### src/rtl/pipe_sel_reg_if.sv
// Select/delay-line bundle: decode-side controls in, staged selection out.
interface pipe_sel_reg_if #(
   parameter int WIDTH = 5,
   parameter int N     = 3,
   parameter int SELW  = 2
);
   logic                 stall;
   logic                 flush;
   logic                 in_valid;
   logic [SELW-1:0]      sel;
   logic [N*WIDTH-1:0]   din;
   logic [WIDTH-1:0]     dout_comb;
   logic [WIDTH-1:0]     dout;
   logic                 dout_valid;
   logic                 bad_sel;
   logic [7:0]           bad_cnt;

   modport master (
      output stall, flush, in_valid, sel, din,
      input  dout_comb, dout, dout_valid, bad_sel, bad_cnt
   );

   modport slave (
      input  stall, flush, in_valid, sel, din,
      output dout_comb, dout, dout_valid, bad_sel, bad_cnt
   );
endinterface

### src/rtl/pipe_sel_reg.sv
// N-way select into a DEPTH-stage delay line with stall, flush,
// valid tracking and sticky/saturating out-of-range select flags.
module pipe_sel_reg #(
   parameter int             WIDTH     = 5,
   parameter int             N         = 3,
   parameter int             SELW      = 2,
   parameter int             DEPTH     = 1,
   parameter logic [WIDTH-1:0] RESET_VAL = '0
) (
   input logic           clk,
   input logic           reset,
   pipe_sel_reg_if.slave sb
);
   logic [WIDTH-1:0] w_sel;
   logic             w_oor;
   logic             w_load;
   logic             w_evt;

   logic [WIDTH-1:0] r_data [DEPTH];
   logic [DEPTH-1:0] r_valid;
   logic             r_bad;
   logic [7:0]       r_cnt;

   // Out-of-range selects fall back to input 0.
   always_comb begin
      w_sel = sb.din[0 +: WIDTH];
      for (int k = 1; k < N; k++) begin
         if (sb.sel == SELW'(k)) w_sel = sb.din[k*WIDTH +: WIDTH];
      end
   end

   assign w_oor  = ({1'b0, sb.sel} >= (SELW+1)'(N));
   assign w_load = !sb.flush && !sb.stall;
   assign w_evt  = w_load && sb.in_valid && w_oor;

   always_ff @(posedge clk) begin
      if (reset || sb.flush) begin
         for (int i = 0; i < DEPTH; i++) r_data[i] <= RESET_VAL;
         r_valid <= '0;
      end else if (!sb.stall) begin
         r_data[0]  <= w_sel;
         r_valid[0] <= sb.in_valid;
         for (int i = 1; i < DEPTH; i++) begin
            r_data[i]  <= r_data[i-1];
            r_valid[i] <= r_valid[i-1];
         end
      end
   end

   // Flags survive flush; only reset clears them.
   always_ff @(posedge clk) begin
      if (reset) begin
         r_bad <= 1'b0;
         r_cnt <= 8'd0;
      end else if (w_evt) begin
         r_bad <= 1'b1;
         if (r_cnt != 8'hFF) r_cnt <= r_cnt + 8'd1;
      end
   end

   assign sb.dout_comb  = w_sel;
   assign sb.dout       = r_data[DEPTH-1];
   assign sb.dout_valid = r_valid[DEPTH-1];
   assign sb.bad_sel    = r_bad;
   assign sb.bad_cnt    = r_cnt;
endmodule
### src/flat_wrapper.sv
// flat-port wrapper written by rule: the top's interface ports become plain ports
module pipe_sel_reg_flat 
#(
   parameter int             WIDTH     = 5,
   parameter int             N         = 3,
   parameter int             SELW      = 2,
   parameter int             DEPTH     = 1,
   parameter logic [WIDTH-1:0] RESET_VAL = '0
)
  (clk, reset, sb_stall, sb_flush, sb_in_valid, sb_sel, sb_din, sb_dout_comb, sb_dout, sb_dout_valid, sb_bad_sel, sb_bad_cnt);
  pipe_sel_reg_if #(.WIDTH(WIDTH), .N(N), .SELW(SELW)) sb_i ();
  input logic clk;
  input logic reset;
  input wire logic [$bits(sb_i.stall)-1:0] sb_stall;
  input wire logic [$bits(sb_i.flush)-1:0] sb_flush;
  input wire logic [$bits(sb_i.in_valid)-1:0] sb_in_valid;
  input wire logic [$bits(sb_i.sel)-1:0] sb_sel;
  input wire logic [$bits(sb_i.din)-1:0] sb_din;
  output wire logic [$bits(sb_i.dout_comb)-1:0] sb_dout_comb;
  output wire logic [$bits(sb_i.dout)-1:0] sb_dout;
  output wire logic [$bits(sb_i.dout_valid)-1:0] sb_dout_valid;
  output wire logic [$bits(sb_i.bad_sel)-1:0] sb_bad_sel;
  output wire logic [$bits(sb_i.bad_cnt)-1:0] sb_bad_cnt;
  assign sb_i.stall = sb_stall;
  assign sb_i.flush = sb_flush;
  assign sb_i.in_valid = sb_in_valid;
  assign sb_i.sel = sb_sel;
  assign sb_i.din = sb_din;
  assign sb_dout_comb = sb_i.dout_comb;
  assign sb_dout = sb_i.dout;
  assign sb_dout_valid = sb_i.dout_valid;
  assign sb_bad_sel = sb_i.bad_sel;
  assign sb_bad_cnt = sb_i.bad_cnt;
  pipe_sel_reg #(.WIDTH(WIDTH), .N(N), .SELW(SELW), .DEPTH(DEPTH), .RESET_VAL(RESET_VAL)) u_core (.clk(clk), .reset(reset), .sb(sb_i));
endmodule
### config.mk
export PLATFORM = sky130hd
export DESIGN_NAME = pipe_sel_reg_flat
export DESIGN_NICKNAME = d
export VERILOG_FILES = /design/src/rtl/pipe_sel_reg_if.sv /design/src/rtl/pipe_sel_reg.sv /design/src/flat_wrapper.sv
export SDC_FILE = /design/constraint.sdc
export NUM_CORES = 1
export LEC_CHECK = 0
export CAP_MARGIN = 20
export CORE_UTILIZATION = 35
export CTS_BUF_LIST = sky130_fd_sc_hd__clkbuf_8
export DETAILED_ROUTE_END_ITERATION = 8
export PLACE_DENSITY = 0.83
export RECOVER_POWER = 50
export SLEW_MARGIN = 10
export SYNTH_ARGS = -nofsm -noshare
export SYNTH_HDL_FRONTEND = slang
export SYNTH_SLANG_ARGS = --single-unit
### constraint.sdc
create_clock -name clk -period 1.2 [get_ports clk]
set_input_delay 0.24 -clock clk [delete_from_list [all_inputs] [get_ports clk]]
set_output_delay 0.24 -clock clk [all_outputs]
set_load 0.1 [all_outputs]
; After elaboration in Yosys (flattened, before gate mapping)
; Memory sizes are Yosys's and may differ from the RTL's.
; Cells that the tools add are included.
[word_totals]
reg_bits = 10
ramBits = 5
inputBits = 22
output_inout_bits = 20
mem_count = 1
[memory_table]
columns = name, words, width, rd, rd_clocked_by_memory_dff, wr, line_no
row1 = u_core.r_data, 1, 5, 1, 0, 1, pipe_sel_reg.sv:19  ; logic [WIDTH-1:0] r_data [DEPTH];
[classes]
n_addsub = 1
magnitude_cmp = 1
eq_ne = 3
n_mux = 9
reduce_logical = 8
[op_table]
columns = operator, count
row1 = 2-to-1 mux 5 bit, 3
row2 = "adder 8 x 1 -> 8 bit, second input constant", 1
row3 = "!= test 8 bit, second input constant", 1
row4 = 2-to-1 mux 1 bit, 6
row5 = OR reduction 5 bit, 1
row6 = logical AND 1 bit, 3
row7 = "equality test 2 x 1 -> 1 bit, second input constant", 1
row8 = "equality test 2 bit, second input constant", 1
row9 = "greater-or-equal comparator 2 bit, second input constant", 1
row10 = zero test 1 bit, 2
row11 = AND reduction 2 bit, 1
row12 = logical OR 1 bit, 1

; Logic depth before layout (Yosys ltp)
; Gate-level depths: netlist of run 1.
[logic_depth]
word_depth = 5
depth_mapped = 4
depth_no_buf = 4

; Worst setup path after synthesis of run 1
; Ideal clock, no wire load.
[synth_path]
path_kind = input port to output port
start = in sb_sel[0]
end = out sb_dout_comb[0]
arrival_time_ns = 2.179
required_time_ns = 0.960
setup_slack_ns = -1.219
cell_stages = 4
n_path_buf = 2
cell_sequence = buf_4 -> buf_4 -> mux2i_1 -> a21oi_1
[synth_via]
elab_chain_cells = 3
[synth_rtl]
columns = element, line_no
row1 = from (decl), flat_wrapper.sv:17  ; input wire logic [$bits(sb_i.sel)-1:0] sb_sel;
row2 = equality test 2 x 1 -> 1 bit, pipe_sel_reg.sv:28  ; if (sb.sel == SELW'(k)) w_sel = sb.din[k*WIDTH +: WIDTH];
row3 = 2-to-1 mux 5 bit, pipe_sel_reg.sv:28
row4 = 2-to-1 mux 5 bit (*), pipe_sel_reg.sv:28
row5 = to (decl), flat_wrapper.sv:19  ; output wire logic [$bits(sb_i.dout_comb)-1:0] sb_dout_comb;
; Every way passes the cells marked *; elsewhere a longest branch is shown, timed or not.

; Worst setup path after layout of run 1
[layout_path]
start = in sb_sel[0]
end = out sb_dout_comb[1]
; The elaborated chain is that of the path after synthesis.

==> summary.md, run 1 <==
| Metric | Value |
|---|---|
| Status | finished with violations |
| Violated checks | negative setup slack |
| Die width | around 54 um |
| Hold Startpoint | reset |
| Tot GR Track Use | 37.12% |
| Maximum clock rate | 0.6738 GHz |
| Max_cap viols | 0 |
| Synth Area in Simple Gates | 25.10% |
| Synth Area in Compound Gates | 24.97% |
| Die footprint | ~2900 um2 |
| Mux share of post-synthesis cell area | 7.884% |
| Slew HR | 73.77% |
| CTS Root Cell | clkbuf_8 |
| RSZ-0062 raised after global routing | yes |
| Ant diodes | 0 |
| Clk Latency, worst-skew pair | 0.26 ns |
| DR iter-0 viols | 65 |
| Most frequent cell after synthesis | a211oi_1 |
| Ys async rst share | 0% |
| EDFF count, synth | 5 |
| Final worst slack | -0.2840 ns |
| Post-layout util | 92.41% |
| DRT Pass-1 Iters | 4 |
| Setup CP Type | input port to primary output |
| WHS | 0.4972 ns |
| DP Wirelength | 2619 um |
| Largest net degree at the start of global routing | 14 |
| Worst R2R Start | u_core.sb.bad_cnt[0]$_SDFFE_PP0P_ |
| Syn Nets | 119 |
| Area of the multi-input gates | 838.3 um2 |
| Total grt overflow | 0 |
| Port bufs | between 40 and 50 |
| Peak supply drop | 1.004 mV |
| # IOs | 42 |
| Period Utilization, post-route | 123.7% |
| Area share of fa/ha/maj cells after synthesis | 1.314% |
| Number of synthesized register bits | 15 |
| Synth Cell Area | 952.2 um2 |
| Crit path max fanout | 7 |
| Row cnt | 18 |
| Fin crit period | 1.484 ns |
| CTS Buf Count | 3 |
| Distinct cells, synth | 35 |
| CTS tree | done |
| Sinks on the clock net | 15 |
| Area share of the largest cell type after synthesis | 21.02% |
| Final Slew Violations | 0 |
| Vias per std cell | around 6.4 |
| Antenna violations before repair | 0 |
| Xor/xnor share of the synthesized area | 0% |
| Vias in the first global route | 1292 |
| Fin. Hold Viols | 0 |
| Vias | 1369 |
| Synth cell count leaders | a211oi_1 (14), a21oi_1 (10), dfxtp_1 (10) |
| Critical path required time | 0.96 ns |
| Syn-to-layout area delta | 144.8% |
| Critical Path Start Type | input port |
| Share of cells above drive strength 1 | 68.11% |
| Total core area | 2522 um2 |
| Fillcell total | 80 |
| Register area | 381.6 um2 |
| Global placement routability congestion | roughly 0.89 |
| Synth area leaders | dfxtp_1 (21%), edfxtp_1 (16%), a211oi_1 (11%) |
| Number of antenna-violating nets in the routed design | 0 |
| Routed WL | 5537 um |
| H-tree lvl count | 1 |
| Top FF cell, synth | dfxtp_1 |
| Worst setup path start | sb_sel[0] |
| Crit. End Element | primary output |
| Yosys top cell by area | dfxtp_1 |
| Avg Cell Area, Syn | 9.918 um2 |
| Crit path DAT | 1.24 ns |
| Initial Util | 37.75% |
| Mapped Cells | 96 |
| LEAKAGE | 0.9580 nW |
| Nets | 209 |
| Number of synthesis warnings | 0 |
| Clock Skew | a little over 0.01 ns |
| Pwr dens | 744.7 nW/um2 |
| Worst Tran Pin Value | 0.3927 ns |
| Die extent in y | 54.16 um |
| Clock transition at path regs | roughly 0.07 ns |
| # DRC | 0 |
| First-pass GRT wire length | between 7000 and 8000 um |
| Final setup fails | 16 |
| Clock tree buffer depth | 2 |
| Largest family of logic cells by synthesized area | simple AND/OR/NAND/NOR gates |
| Routed WL per cell | 25.75 um |
| Sequential area share after synthesis | 36.79% |
| Hold Path Class | input port to flip-flop |
==> what timing repair did <==
action                     in CTS  in global routing
pin swaps                      11                 16
gates cloned                    2                  0
hold buffers                    0                  0
gates resized for setup        61                 21
setup buffers                   8                  6
setup endpoints to repair      20                 26
==> registers in the layout (all words and copies together), names as in the netlist <==
register	flops
u_core.sb.bad_sel	1
u_core.sb.bad_cnt	8
u_core.r_data	5
u_core.sb.dout_valid	1
==> metrics by stage <==
step / instances / setup TNS, ns / cell area [um2] / power (mW) / setup slack (ns)
5_1_grt: 215 / -2.693 / 2331 / 1.767 / -0.3104
3_3_place_gp: 196 / -10.48 / 1974 / 1.197 / -0.6189
6_report: 215 / -2.349 / 2331 / 1.736 / -0.2840
3_5_place_dp: 196 / -11.56 / 1974 / 1.212 / -0.6783
4_1_cts: 209 / -1.258 / 2218 / 1.675 / -0.2456
2_1_floorplan: 96 / -2.191 / 1112 / 0.9140 / -0.2863
==> critical path, cell delays in order <==
cell and delay [ns]:
buf_8 0.11, buf_12 0.13, buf_12 0.14, a211oi_2 0.23, buf_4 0.18, a21oi_4 0.04, buf_12 0.17
==> power breakdown <==
group          switching, mW  internal [mW]
clock                  0.191          0.227
sequential            0.0125          0.522
combinational          0.451          0.333
==> layout by cell type (no fill, tap or decap), types with 2 or more instances in the layout <==
cell type,n
nand4b_1,2
dlymetal6s2s_1,2
inv_1,3
nor2b_4,2
edfxtp_1,5
a211oi_1,2
a41oi_1,2
buf_2,2
nand2b_1,2
a21oi_1,3
and4b_1,2
mux2i_4,5
nor2b_2,2
dfxtp_4,8
dlygate4sd2_1,16
a21oi_2,2
clkbuf_8,3
buf_6,9
a211oi_2,10
nor2b_1,3
nor2_1,4
buf_12,21
a211oi_4,2
a21oi_4,5
buf_4,37
==> final timing paths <==
path                                            end  slack [ns]  cells after the start
setup / recovery                    sb_dout_comb[1]       -0.28                      7
hold / removal    u_core.sb.bad_cnt[5]$_SDFFE_PP0P_        0.50                      3
setup reg to reg  u_core.sb.bad_cnt[4]$_SDFFE_PP0P_       -0.14                      5
hold reg to reg   u_core.sb.bad_cnt[2]$_SDFFE_PP0P_        0.59                      2
==> layer usage <==
metal	track usage (%)	routed length (um)
met5	0	0
met4	17.52	322
met3	6.215	364
met2	62.20	2642
met1	45.58	2208
==> cells by family (layout without fill, tap and decap cells) <==
kind of cell	after synthesis	count (layout)
AND/OR/NAND/NOR	34	34
AO/OA/AOI/OAI	32	32
flip-flops	15	15
multiplexers	7	7
buffers and inverters	7	96
adder cells (fa/ha/maj)	1	1
==> cell type report <==
type                    count  area share, %
well taps                  30          1.610
clock inverters             1         0.1610
multi-input cells          74          35.96
repair buffers             90          43.80
clock buffers               3          1.771
flip-flops and latches     15          16.37
inverters                   2         0.3221
(Power assumes the default switching activity.)
==> run 2, diff against run 1 <==
- CTS_BUF_LIST: sky130_fd_sc_hd__clkbuf_8 -> unset
- SLEW_MARGIN: 10 -> unset
==> run 2 against run 1 <==
  * The run still ends with negative setup slack left
  * Sequential power about the same
  * Critical endpoint is now sb_dout_comb[0]
  * Die area unchanged
  * Largest power group unchanged
  * First-iteration DRC count decreased by 17%
  * Largest cell class unchanged
==> summary.md, run 2 (same netlist as run 1, synthesis figures left out) <==
| Metric | Value |
|---|---|
| Status | finished with violations |
| Violated checks | negative setup slack |
| # IOs | 42 (unchanged) |
| Die extent in y | 54.16 um (unchanged) |
| CTS Buf Count | 3 (unchanged) |
| Switching share of power | 40.59% (+2.9 points) |
| Seq pwr share | 32.4% (+1.6 points) |
| # DRC | 0 (unchanged) |
| Clock transition at path regs | 0.10 ns (+0.03 ns) |
| Placed instance count | 196 (unchanged) |
| Crit. End Element | primary output |
| Cts hold-fix bufs | 0 (unchanged) |
| Sinks on the clock net | 15 (unchanged) |
| RSZ-0062 raised after global routing | yes |
| Maximum clock rate | 0.6768 GHz (+0.44%) |
| Fin crit period | 1.478 ns (-0.006483 ns) |
| Peak supply drop | 0.9714 mV (-3.2%) |
| DP Wirelength | 2619 um (unchanged) |
| Routed WL per cell | 26.87 um (+4.3%) |
| Nets | 208 (-0.48%) |
| Register area | 381.6 um2 (unchanged) |
| Share of cells above drive strength 1 | 67.93% (-0.17 points) |
| First-pass GRT wire length | 6492 um (-10%) |
| Vias per std cell | 6.318 (-0.78%) |
| CTS Root Cell | clkbuf_4 |
| Total core area | 2522 um2 (unchanged) |
| Kind of cell adding the most delay to the critical path | buffers and inverters |
| CTS tree | done |
| Largest net degree at the start of global routing | 14 (unchanged) |
| Period Utilization, post-route | 123.1% (-0.54 points) |
| Worst Tran Pin Value | 0.3767 ns (-0.01597 ns) |
| Worst R2R Start | u_core.sb.bad_cnt[1]$_SDFFE_PP0P_ |
| FF-to-FF path depth | 4 (-1) |
| Vias in the first global route | 1235 (-4.4%) |
| Global placement routability congestion | 0.8860 (unchanged) |
| LEAKAGE | 0.9466 nW (-1.2%) |
| Switch Pwr | 669.8 uW (+2.4%) |
| Number of antenna-violating nets in the routed design | 0 (unchanged) |
| Slew HR | 74.80% (+1.0 points) |
| Most frequent cells in the layout | buf_4 (29), buf_12 (23), dlygate4sd2_1 (14), buf_6 (14), dfxtp_4 (8) |
| Pwr dens | 701.5 nW/um2 (-5.8%) |
| Max_cap viols | 0 (unchanged) |
| Critical path required time | 0.96 ns (about the same) |
| Reg2reg end | u_core.sb.bad_cnt[4]$_SDFFE_PP0P_ |
| Antenna violations before repair | 0 (unchanged) |
| Hold Path Depth | 3 (unchanged) |
| Die footprint | 2933 um2 (unchanged) |
| Post-layout util | 93.25% (+0.84 points) |
| Die width | 54.16 um (unchanged) |
| Worst R2R Setup Slack | -0.22 ns (-0.08 ns) |
| Hold Startpoint | sb_flush |
| P_int | 980.4 uW (-9.4%) |
| H-tree lvl count | 1 (unchanged) |
| Crit path max fanout | 7 (unchanged) |
| Row cnt | 18 (unchanged) |
| Most frequent CP cell | buf_12 |
| Clock Skew | 0.004449 ns (-0.005799 ns) |
| DR iter-0 viols | 54 (-17%) |
| Fillcell total | 67 (-16%) |
| Hold EP | u_core.sb.dout_valid$_SDFFE_PP0N_ |
| Comb pwr share | 47.7% (+2.6 points) |
| Hold Path Class | input port to flip-flop |
| Setup CP Type | input port to primary output |
| Max reg flops | 8 (unchanged) |
| Initial Util | 37.75% (unchanged) |
| Fin. Hold Viols | 0 (unchanged) |
| Clock tree buffer depth | 2 (unchanged) |
| Worst setup path start | sb_sel[0] |
| Commonest non-fill, non-tap cell in the layout | buf_4 |
| Final Slew Violations | 0 (unchanged) |
| Slowest CP cell | a211oi_4 |
| Clock network power share | 19.8% (-4.3 points) |
| CP bufs+invs | 5 (unchanged) |
| Clk Latency, worst-skew pair | 0.31 ns (+0.05 ns) |
| Area of the multi-input gates | 850.8 um2 (+1.5%) |
| Final worst slack | -0.2775 ns (+0.006483 ns) |
| Ant diodes | 0 (unchanged) |
| Tot GR Track Use | 33.35% (-3.8 points) |
| Critical Path Start Type | input port |
| DRT Pass-1 Iters | 4 (unchanged) |
| Finished Layout Cells | 214 (-0.47%) |
| CP Cell Sequence | buf_12 -> buf_12 -> buf_12 -> a211oi_4 -> buf_6 -> a21oi_4 -> buf_12 |
| Routed WL | 5750 um (+3.8%) |
| Final setup fails | 28 (+12) |
| Vias | 1352 (-1.2%) |
| Port bufs | 41 (unchanged) |
| CP max stage delay | 0.25 ns (+0.02 ns) |
| Crit path DAT | 1.24 ns (about the same) |
| Syn-to-layout area delta | 147.0% |
| Total grt overflow | 0 (unchanged) |
run 2: changes by cell type in the layout (fill, tap and decap cells not counted), sizes merged, moves of 2 or more:
cell / change
buf: -2
dlygate4sd2: -2
clkbuf: +4
dlymetal6s2s: -2
run 2: cell type report:
type                       count  area share [%]
timing repair buffer          89           44.57
multi-input combinational     74           36.17
sequential                    15           16.22
tap                           30           1.596
clock buffer                   4           1.117
inverter                       2          0.3191
run 2: metal layers:
metal	share of wire, %	GRT usage [%]	vias up
met4	6.7	14.53	0
met5	0	0	-
met3	8.6	7.910	35
met1	38	41.06	650
li1	-	-	552
met2	47	54.67	115
run 2: power by group through the flow:
stage                     logic [mW]  clock network [mW]  registers (mW)
after global routing           0.801               0.354           0.535
final                          0.788               0.327           0.535
after floorplan                0.271                   0           0.643
after CTS                      0.715               0.306           0.534
after detailed placement       0.666                   0           0.546
after global placement         0.651                   0           0.545
run 2: timing repair:
item                                    CTS  global route
gates resized for setup                  60            30
endpoints found under the setup margin   28            26
setup buffers                             9             6
gates cloned                              2             0
pin swaps                                13             9
run 2: how the worst max path moves through the flow:
| stage | to | cells past startpoint |
|---|---|---|
| finish | sb_dout_comb[0] | 7 |
| global route | sb_dout_comb[1] | 7 |
| CTS | sb_dout_comb[0] | 7 |
| detailed placement | sb_dout_comb[0] | 7 |
| global placement | u_core.sb.bad_cnt[0]$_SDFFE_PP0P_ | 5 |
| floorplan | sb_dout_comb[0] | 4 |
run 2: per-stage QoR:
step | worst slack [ns] | hold WS (ns) | setup TNS, ns | cell area, um2 | power [mW]
after floorplan | -0.2863 | 0.3118 | -2.191 | 1112 | 0.9140
after global placement | -0.6189 | 0.5129 | -10.48 | 1974 | 1.197
after detailed placement | -0.6783 | 0.5412 | -11.56 | 1974 | 1.212
after CTS | -0.2365 | 0.3838 | -1.119 | 2217 | 1.555
after global routing | -0.3046 | 0.4510 | -3.213 | 2352 | 1.690
final | -0.2775 | 0.4175 | -2.446 | 2352 | 1.650
run 2: worst register-to-register path, cell delays in order (launching register included):
cell	delay (ns)
dfxtp_4	0.38
ha_4	0.18
nand4b_1	0.19
or3_1	0.40
a21oi_2	0.19
